`src/rtl/mem_initiator.sv`:
```
// mem_initiator: CPU-side MFA/MOC master for a byte-addressed big-endian RAM (MEM_TIMEOUT_EN bounds ACCESS).
// Latency: req sampled at edge 0, done pulses in the cycle after edge 3 with a combinational MOC responder.
// Backpressure: req is only sampled in IDLE; requests while busy are dropped, and MOC stalls ACCESS/RELEASE.
module mem_initiator #(
    parameter int ADDR_W         = 8,
    parameter int TIMEOUT_CYCLES = 16
) (
    input  logic              clk,
    input  logic              reset_n,
    input  logic              req,
    input  logic              rw,
    input  logic [ADDR_W-1:0] addr,
    input  logic [1:0]        size,
    input  logic              ld_signed,
    input  logic [31:0]       wdata,
    output logic              busy,
    output logic              done,
    output logic              err,
    output logic [31:0]       rdata,
    output logic              mfa,
    output logic              mem_rw,
    output logic [ADDR_W-1:0] mem_addr,
    output logic [1:0]        mem_dsize,
    output logic [31:0]       mem_wdata,
    input  logic [31:0]       mem_rdata,
    input  logic              moc
);

    typedef enum logic [2:0] {
        IDLE    = 3'd0,
        SETUP   = 3'd1,
        ACCESS  = 3'd2,
        RELEASE = 3'd3,
        DONE    = 3'd4
    } state_t;

    localparam logic [ADDR_W:0] MEM_BYTES = {1'b1, {ADDR_W{1'b0}}};

    state_t          state, state_nxt;
    logic            ld_sgn;
    logic            err_q;
    logic            tmo;
    logic            illegal;
    logic [ADDR_W:0] nbytes;
    logic [ADDR_W:0] end_addr;
    logic [31:0]     rd_ext;

    // A transfer is illegal if its last byte would fall past the top of the RAM.
    always_comb begin
        nbytes = '0;
        case (size)
            2'b00:   nbytes = (ADDR_W+1)'(1);
            2'b01:   nbytes = (ADDR_W+1)'(2);
            default: nbytes = (ADDR_W+1)'(4);
        endcase
        end_addr = {1'b0, addr} + nbytes;
        illegal  = (size == 2'b11) || (end_addr > MEM_BYTES);
    end

    always_comb begin
        rd_ext = mem_rdata;
        case (mem_dsize)
            2'b00:   rd_ext = {{24{ld_sgn & mem_rdata[7]}}, mem_rdata[7:0]};
            2'b01:   rd_ext = {{16{ld_sgn & mem_rdata[15]}}, mem_rdata[15:0]};
            default: rd_ext = mem_rdata;
        endcase
    end

`ifdef MEM_TIMEOUT_EN
    localparam int CNT_W = $clog2(TIMEOUT_CYCLES + 1);

    logic [CNT_W-1:0] tmo_cnt;

    assign tmo = (state == ACCESS) && (tmo_cnt == CNT_W'(TIMEOUT_CYCLES - 1));

    always_ff @(posedge clk or negedge reset_n) begin
        if (!reset_n) begin
            tmo_cnt <= '0;
        end else if (state == SETUP) begin
            tmo_cnt <= '0;
        end else if (state == ACCESS && !moc) begin
            tmo_cnt <= tmo_cnt + 1'b1;
        end
    end
`else
    // Without the timeout ACCESS waits for MOC forever.
    assign tmo = (TIMEOUT_CYCLES < 0);
`endif

    always_ff @(posedge clk or negedge reset_n) begin
        if (!reset_n) begin
            state <= IDLE;
        end else begin
            state <= state_nxt;
        end
    end

    always_comb begin
        state_nxt = state;
        case (state)
            IDLE:    if (req) state_nxt = illegal ? DONE : SETUP;
            SETUP:   state_nxt = ACCESS;
            ACCESS:  if (moc || tmo) state_nxt = RELEASE;
            RELEASE: if (!moc) state_nxt = DONE;
            DONE:    state_nxt = IDLE;
            default: state_nxt = IDLE;
        endcase
    end

    // Handshake outputs are registered from the next state so the RAM sees glitch-free strobes.
    always_ff @(posedge clk or negedge reset_n) begin
        if (!reset_n) begin
            mfa       <= 1'b0;
            busy      <= 1'b0;
            done      <= 1'b0;
            err_q     <= 1'b0;
            ld_sgn    <= 1'b0;
            mem_rw    <= 1'b1;
            mem_addr  <= '0;
            mem_dsize <= '0;
            mem_wdata <= '0;
            rdata     <= '0;
        end else begin
            mfa  <= (state_nxt == ACCESS);
            busy <= (state_nxt != IDLE);
            done <= (state_nxt == DONE);
            if (state == IDLE && req) begin
                err_q <= illegal;
                if (!illegal) begin
                    mem_rw    <= rw;
                    mem_addr  <= addr;
                    mem_dsize <= size;
                    mem_wdata <= wdata;
                    ld_sgn    <= ld_signed;
                end
            end
            if (state == ACCESS) begin
                if (moc) begin
                    if (mem_rw) rdata <= rd_ext;
                end else if (tmo) begin
                    err_q <= 1'b1;
                end
            end
        end
    end

    assign err = done & err_q;

endmodule

```
`config.mk`:
```
export PLATFORM = sky130hd
export DESIGN_NAME = mem_initiator
export DESIGN_NICKNAME = d
export VERILOG_FILES = /design/src/rtl/mem_initiator.sv
export SDC_FILE = /design/constraint.sdc
export NUM_CORES = 1
export LEC_CHECK = 0
export BUFFER_PORTS_ARGS = -buffer_cell sky130_fd_sc_hd__buf_4
export CAP_MARGIN = 20
export CELL_PAD_IN_SITES_DETAIL_PLACEMENT = 1
export CELL_PAD_IN_SITES_GLOBAL_PLACEMENT = 2
export CORE_UTILIZATION = 29
export CTS_BUF_LIST = sky130_fd_sc_hd__clkbuf_16
export DETAILED_ROUTE_END_ITERATION = 10
export GPL_TIMING_DRIVEN = 0
export PLACE_DENSITY_LB_ADDON = 0.1
export SKIP_LAST_GASP = 1
export SLEW_MARGIN = 20
export SYNTH_ARGS = -nofsm -noshare
export SYNTH_HDL_FRONTEND = slang
export SYNTH_SLANG_ARGS = --single-unit
```
`constraint.sdc`:
```
create_clock -name clk -period 2.9 [get_ports clk]
set_input_delay 0.58 -clock clk [delete_from_list [all_inputs] [get_ports clk]]
set_output_delay 0.58 -clock clk [all_outputs]
set_load 0.005 [all_outputs]
```
==> run metrics, run 1 <==
mapped cell area about 3500 um2; number of buffers created by CTS 9; CP startpoint size[0]; critical path class in -> reg; Setup crit end kind flip-flop; Post-Syn Nets 350; slowest CP cell fa_1; num rows 39; Unique masters post-synth 33; outcome finished, violations left; Max Cap Violations 0; RSZ-0062 raised after global routing no; Worst Path Required between 3 and 4 ns; TritonRoute pass-1 iters 7; Ant. Diodes 0; FF-to-FF Start state[1]; Clock Latency Late Sink approximately 0.34 ns; worst hold-check path type in -> async; first-pass GRT wire length roughly 15000 um; DR WL/cell between 15 and 20 um; clk_skew about 0.0064 ns; Arrival @ worst endpoint roughly 2.9 ns; r2r setup slk 0.42 ns; CP delay by family, top adder cells; Layout area overhead 48.7%; fin nets 522; Rel. slew slack between 30% and 40%; Min Clock Period, post-route 2.68 ns; Reg-to-Reg End rdata[21]; warning count from the yosys run 0; fmax between 300 and 400 MHz; post-cts gate resize count 0; Final Max Slew Viols 0; via count ~2700; vias in the first global route 2921; CTS H-tree depth 3; maximum clock path buffer count 2; Die Height ~110 um; Finished Layout Cells between 500 and 600; Synth Instances around 270; Worst Path Buf+Inv 3; reg2reg path depth 5; post-route ant nets 0; failing checks DRC; DRT iter0 DRCs between 70 and 80; dpl cells 567; hpwl dp roughly 6700 um; Worst path max stage delay roughly 0.44 ns; CTS hold repair buffers 0; synthesized flop and latch total between 80 and 90; sequential area share after synthesis 59.1%; CP Launch Type input port; largest net degree at the start of global routing 84; ratio of cells with drive above 1 in the final layout a little over half; Worst-Margin Slew 0.893 ns; final-report setup violation count 0; Clock Sinks slightly above 80; setup bufs post-CTS 3; most common cell after layout, fill and taps aside buf_4; final wirelength ~9300 um; crit path max fanout 10; LEAKAGE between 2 and 3 nW; Die X about 110 um; core area 11600 um2; Initial Utilization 30.3%; Avg Inst Size Synth 13.2 um2; Peak VDD IR ~0.00047 V; initial antenna violation count 0; most frequent cells in the layout 159 x buf_4, 82 x dfrtp_1, 38 x mux2_4; gr usage total about 16%; grt ovf 0; Vias per Instance around 4.7; DRC 9; TritonCTS clock tree done; Worst-path clk slew around 0.06 ns; GP Congestion roughly 0.73; filler cell count in the final layout about 1300; CTS root buffer clkbuf_16; pwr dens 1080 nW/um2; total power ~5.6 mW; final hold violation count 0; # port buffers between 150 and 200; I/O Pins ~160; die area 12600 um2; Tcrit/Tclk final between 90 and 100%; ordered cell list for the critical path buf_4 -> nor2_1 -> ha_1 -> fa_1 -> nor4bb_1 -> a211oi_1 -> a211oi_4 -> buf_12 -> buf_6 -> mux2_4
[layout make-up]
class,count,area [um2],area share (%)
buffer,16,97.6,1.87
timing repair buffer,161,1220,23.4
inverter,4,15.0,0.287
clock inverter,7,83.8,1.60
tap,143,179,3.42
clock buffer,9,225,4.31
multi-input combinational,163,1330,25.4
sequential,83,2080,39.7
[kinds of logic after synthesis]
family,count (synthesis),share of synthesized area [%]
AO/OA/AOI/OAI,48,8.25
buffers and inverters,20,3.20
multiplexers,51,20.3
adder cells (fa/ha/maj),4,1.64
AND/OR/NAND/NOR,60,7.47
flip-flops,83,59.1
[flip-flops by register name (all words and copies together), names as in the netlist, 2 cells and up]
| register | count |
|---|---|
| mem_addr | 8 |
| state | 3 |
| mem_dsize | 2 |
| rdata | 32 |
| mem_wdata | 32 |
[where the power goes]
group / switching (mW) / internal (mW)
registers: 0.346 / 1.76
logic: 0.863 / 1.46
clock network: 0.454 / 0.743
total: 1.66 / 3.96
[synthesized netlist by cell type (all sizes together)]
library cell	number	area, um2
o21ai	10	50.1
a211o	2	18.8
dfrtp	82	2050
nand3b	1	7.51
fa	1	20.0
clkbuf	11	41.3
mux2	50	706
or4b	1	10.0
a21oi	20	100
nor4bb	1	10.0
buf	5	56.3
nor4	1	6.26
o21a	1	7.51
dfstp	1	26.3
and2	2	12.5
mux2i	1	10.0
o21bai	1	7.51
nand4	1	6.26
nand2	17	63.8
nor2b	1	6.26
nor3	2	10.0
nand3	1	5.00
ha	3	37.5
nor2	31	116
inv	4	15.0
a211oi	3	35.0
o22ai	2	12.5
a31oi	8	50.1
nor4b	1	8.76
o31a	1	8.76
[worst reg2reg max path, cell delays in order, from the launching register on]
cell and delay, ns:
dfrtp_1 0.42, nand2_1 0.11, nor4b_1 0.78, o31a_1 0.43, clkbuf_1 0.45, a21oi_1 0.14
[per-layer routing]
layer  vias up  wire [um]  global-route usage [%]
met4         0        182                    7.73
met2       104       4370                    24.3
li1       1264          -                       -
met1      1361       3860                    19.6
met5         -          0                       0
met3        11        906                    5.83
[through the flow]
| stage | TNS (ns) | worst slack, ns | utilization [%] | hold WS, ns | instance area [um2] |
|---|---|---|---|---|---|
| 2_1_floorplan | 0 | 0.122 | - | 0.284 | 3520 |
| 3_3_place_gp | -13.40 | -0.345 | 42.0 | 0.492 | 4880 |
| 3_5_place_dp | -13.03 | -0.348 | 42.0 | 0.496 | 4880 |
| 4_1_cts | 0 | 0.217 | 45.0 | 0.446 | 5230 |
| 5_1_grt | 0 | 0.100 | 45.0 | 0.358 | 5230 |
| 6_report | 0 | 0.215 | 45.0 | 0.298 | 5230 |
[how the worst max path moves through the flow]
stage                               end  slack (ns)  cells after the start
after floorplan                  ld_sgn        0.12                      8
after global placement    mem_wdata[24]       -0.34                      9
after detailed placement  mem_wdata[25]       -0.35                      9
after CTS                 mem_wdata[25]        0.22                     10
after global routing      mem_wdata[20]        0.10                     10
final                     mem_wdata[25]        0.22                     10
Note: power is estimated with default switching activity, not from simulation.
==> run 2, diff against run 1 <==
--- a/config.mk
+++ b/config.mk
@@ -14,6 +14,8 @@
 export DETAILED_ROUTE_END_ITERATION = 10
 export GPL_TIMING_DRIVEN = 0
 export PLACE_DENSITY_LB_ADDON = 0.1
+export RECOVER_POWER = 50
+export REMOVE_ABC_BUFFERS = 1
 export SKIP_LAST_GASP = 1
 export SLEW_MARGIN = 20
 export SYNTH_ARGS = -nofsm -noshare
==> run metrics, run 2 (same netlist as run 1, synthesis figures left out) <==
Reg-to-Reg End mem_wdata[7]; Setup crit end kind flip-flop; Setup TNS 0 ns; core area 11600 um2; Worst-Margin Slew 2.12 ns; Sw Pwr roughly 1.6 mW; # port buffers around 160; FF-to-FF Start state[2]; worst hold-check path type in -> reg; filler cell count in the final layout 1294; Finished Core Util approximately 45%; Finished Cell Area about 5200 um2; critical path class in -> reg; largest net degree at the start of global routing 84; final wirelength 9050 um; CTS root buffer clkbuf_16; Min Clock Period, post-route 2.78 ns; Final Max Slew Viols 84; final hold violation count 0; num rows 39; I/O Pins approximately 160; final-report setup violation count 0; DRT iter0 DRCs roughly 90; pwr dens 1050 nW/um2; reg2reg path depth 6; pre-CTS WS -0.696 ns; Worst Path Required 3.12 ns; TritonRoute pass-1 iters 8; number of buffers created by CTS 9; Tcrit/Tclk final a little over nine tenths; GP Congestion roughly 0.7; gr usage total around 15%; ordered cell list for the critical path buf_4 -> nor2_1 -> ha_1 -> fa_1 -> nor4bb_2 -> a211oi_2 -> a211oi_4 -> buf_6 -> buf_6 -> buf_12 -> mux2_2; Max Cap Violations 1; fmax 359 MHz; CTS H-tree depth 3; outcome finished, violations left; Worst path max stage delay 0.45 ns; most common cell after layout, fill and taps aside buf_4; first-pass GRT wire length approximately 15000 um; Peak VDD IR about 0.00037 V; FF/Latch Area 2080 um2; crit path max fanout 11; failing checks DRC, capacitance limit, slew limit; CTS hold repair buffers 0; Die X between 100 and 150 um; Critical path destination mem_wdata[7]; top flop regs mem_wdata: 32 flops, rdata: 32 flops, mem_addr: 8 flops; area after detailed placement between 4000 and 5000 um2; clock power share roughly a fifth; Clock Latency Late Sink 0.33 ns; Multi-input gate area ~1300 um2; P_int between 3 and 4 mW; Die Height ~110 um; hpwl dp approximately 6500 um; clk_skew 0.00398 ns; post-route setup slack ~0.12 ns; Clock Sinks between 80 and 90; Flop pwr share ~40%; RSZ-0062 raised after global routing no; DR WL/cell about 16 um; maximum clock path buffer count 2; die area roughly 13000 um2; combinational share of power 40.0%; Worst-path clk slew roughly 0.060 ns; Initial Utilization 30.3%; Layout area overhead 47.9%; grt ovf 0; r2r setup slk 0.60 ns; via count between 2000 and 3000; CP Launch Type input port; Sw Ratio between 30% and 40%; DRC 14; post-route ant nets 0; CP startpoint size[0]; LEAKAGE roughly 2.5 nW; most frequent cells in the layout 129 x buf_4, 82 x dfrtp_1, 38 x mux2_4; initial antenna violation count 0; Ant. Diodes 0; Arrival @ worst endpoint ~3.0 ns; TritonCTS clock tree done; Rel. slew slack -41.1%; fin nets just over 500; ratio of cells with drive above 1 in the final layout between 50% and 60%; slowest CP cell fa_1; CP most frequent cell buf_6; vias in the first global route approximately 2900; Vias per Instance 4.54
[run 2: final cells by class]
cell class | count | area share (%)
sequential | 83 | 39.9
multi-input combinational | 163 | 25.8
timing repair buffer | 174 | 25.0
clock buffer | 9 | 4.33
tap | 143 | 3.44
clock inverter | 7 | 1.15
inverter | 4 | 0.289
[run 2: critical path: cells and delay by family]
kind / cells / cell delay (ns)
buffers and inverters: 4 / 0.57
adders and majority gates: 2 / 0.65
and+or+nand+nor: 2 / 0.41
muxes: 1 / 0.33
AOI/OAI and AO/OA: 2 / 0.44
[run 2: worst min path at each step]
stage,end,start,slack [ns],depth (start not counted)
after floorplan,busy,reset_n,0.28,0
after global placement,rdata[4],rdata[4],0.49,1
after detailed placement,mem_wdata[21],mem_wdata[21],0.50,1
after CTS,mem_wdata[20],wdata[20],0.46,2
after global routing,mem_wdata[26],wdata[26],0.46,2
final,mem_wdata[2],wdata[2],0.47,2
[run 2: per-stage QoR]
step | hold slack [ns] | power, mW | std cells
after detailed placement | 0.498 | 4.46 | 562
after global placement | 0.490 | 4.39 | 551
after global routing | 0.458 | 5.88 | 583
after floorplan | 0.284 | 3.18 | 250
after CTS | 0.457 | 5.63 | 582
final | 0.473 | 5.47 | 583
[run 2: power groups by stage]
stage               Combinational, mW  Clock (mW)  Sequential [mW]
global route                     2.41        1.19             2.27
floorplan                        1.02           0             2.16
finish                           2.19        1.12             2.17
CTS                              2.29        1.15             2.19
detailed placement               2.27           0             2.19
global placement                 2.22           0             2.18
[run 2: per-layer routing]
layer	routed length, um	GRT usage [%]
met1	4050	20.9
met5	0	0
met3	1030	5.40
met4	135	6.67
met2	3840	21.5
[run 2: repair_timing]
action,4_1_cts,5_1_grt
buffers inserted,4,1
resized for setup,3,1
setup endpoints to repair,33,16
pin swaps,3,2
endpoints found under the hold margin,0,0
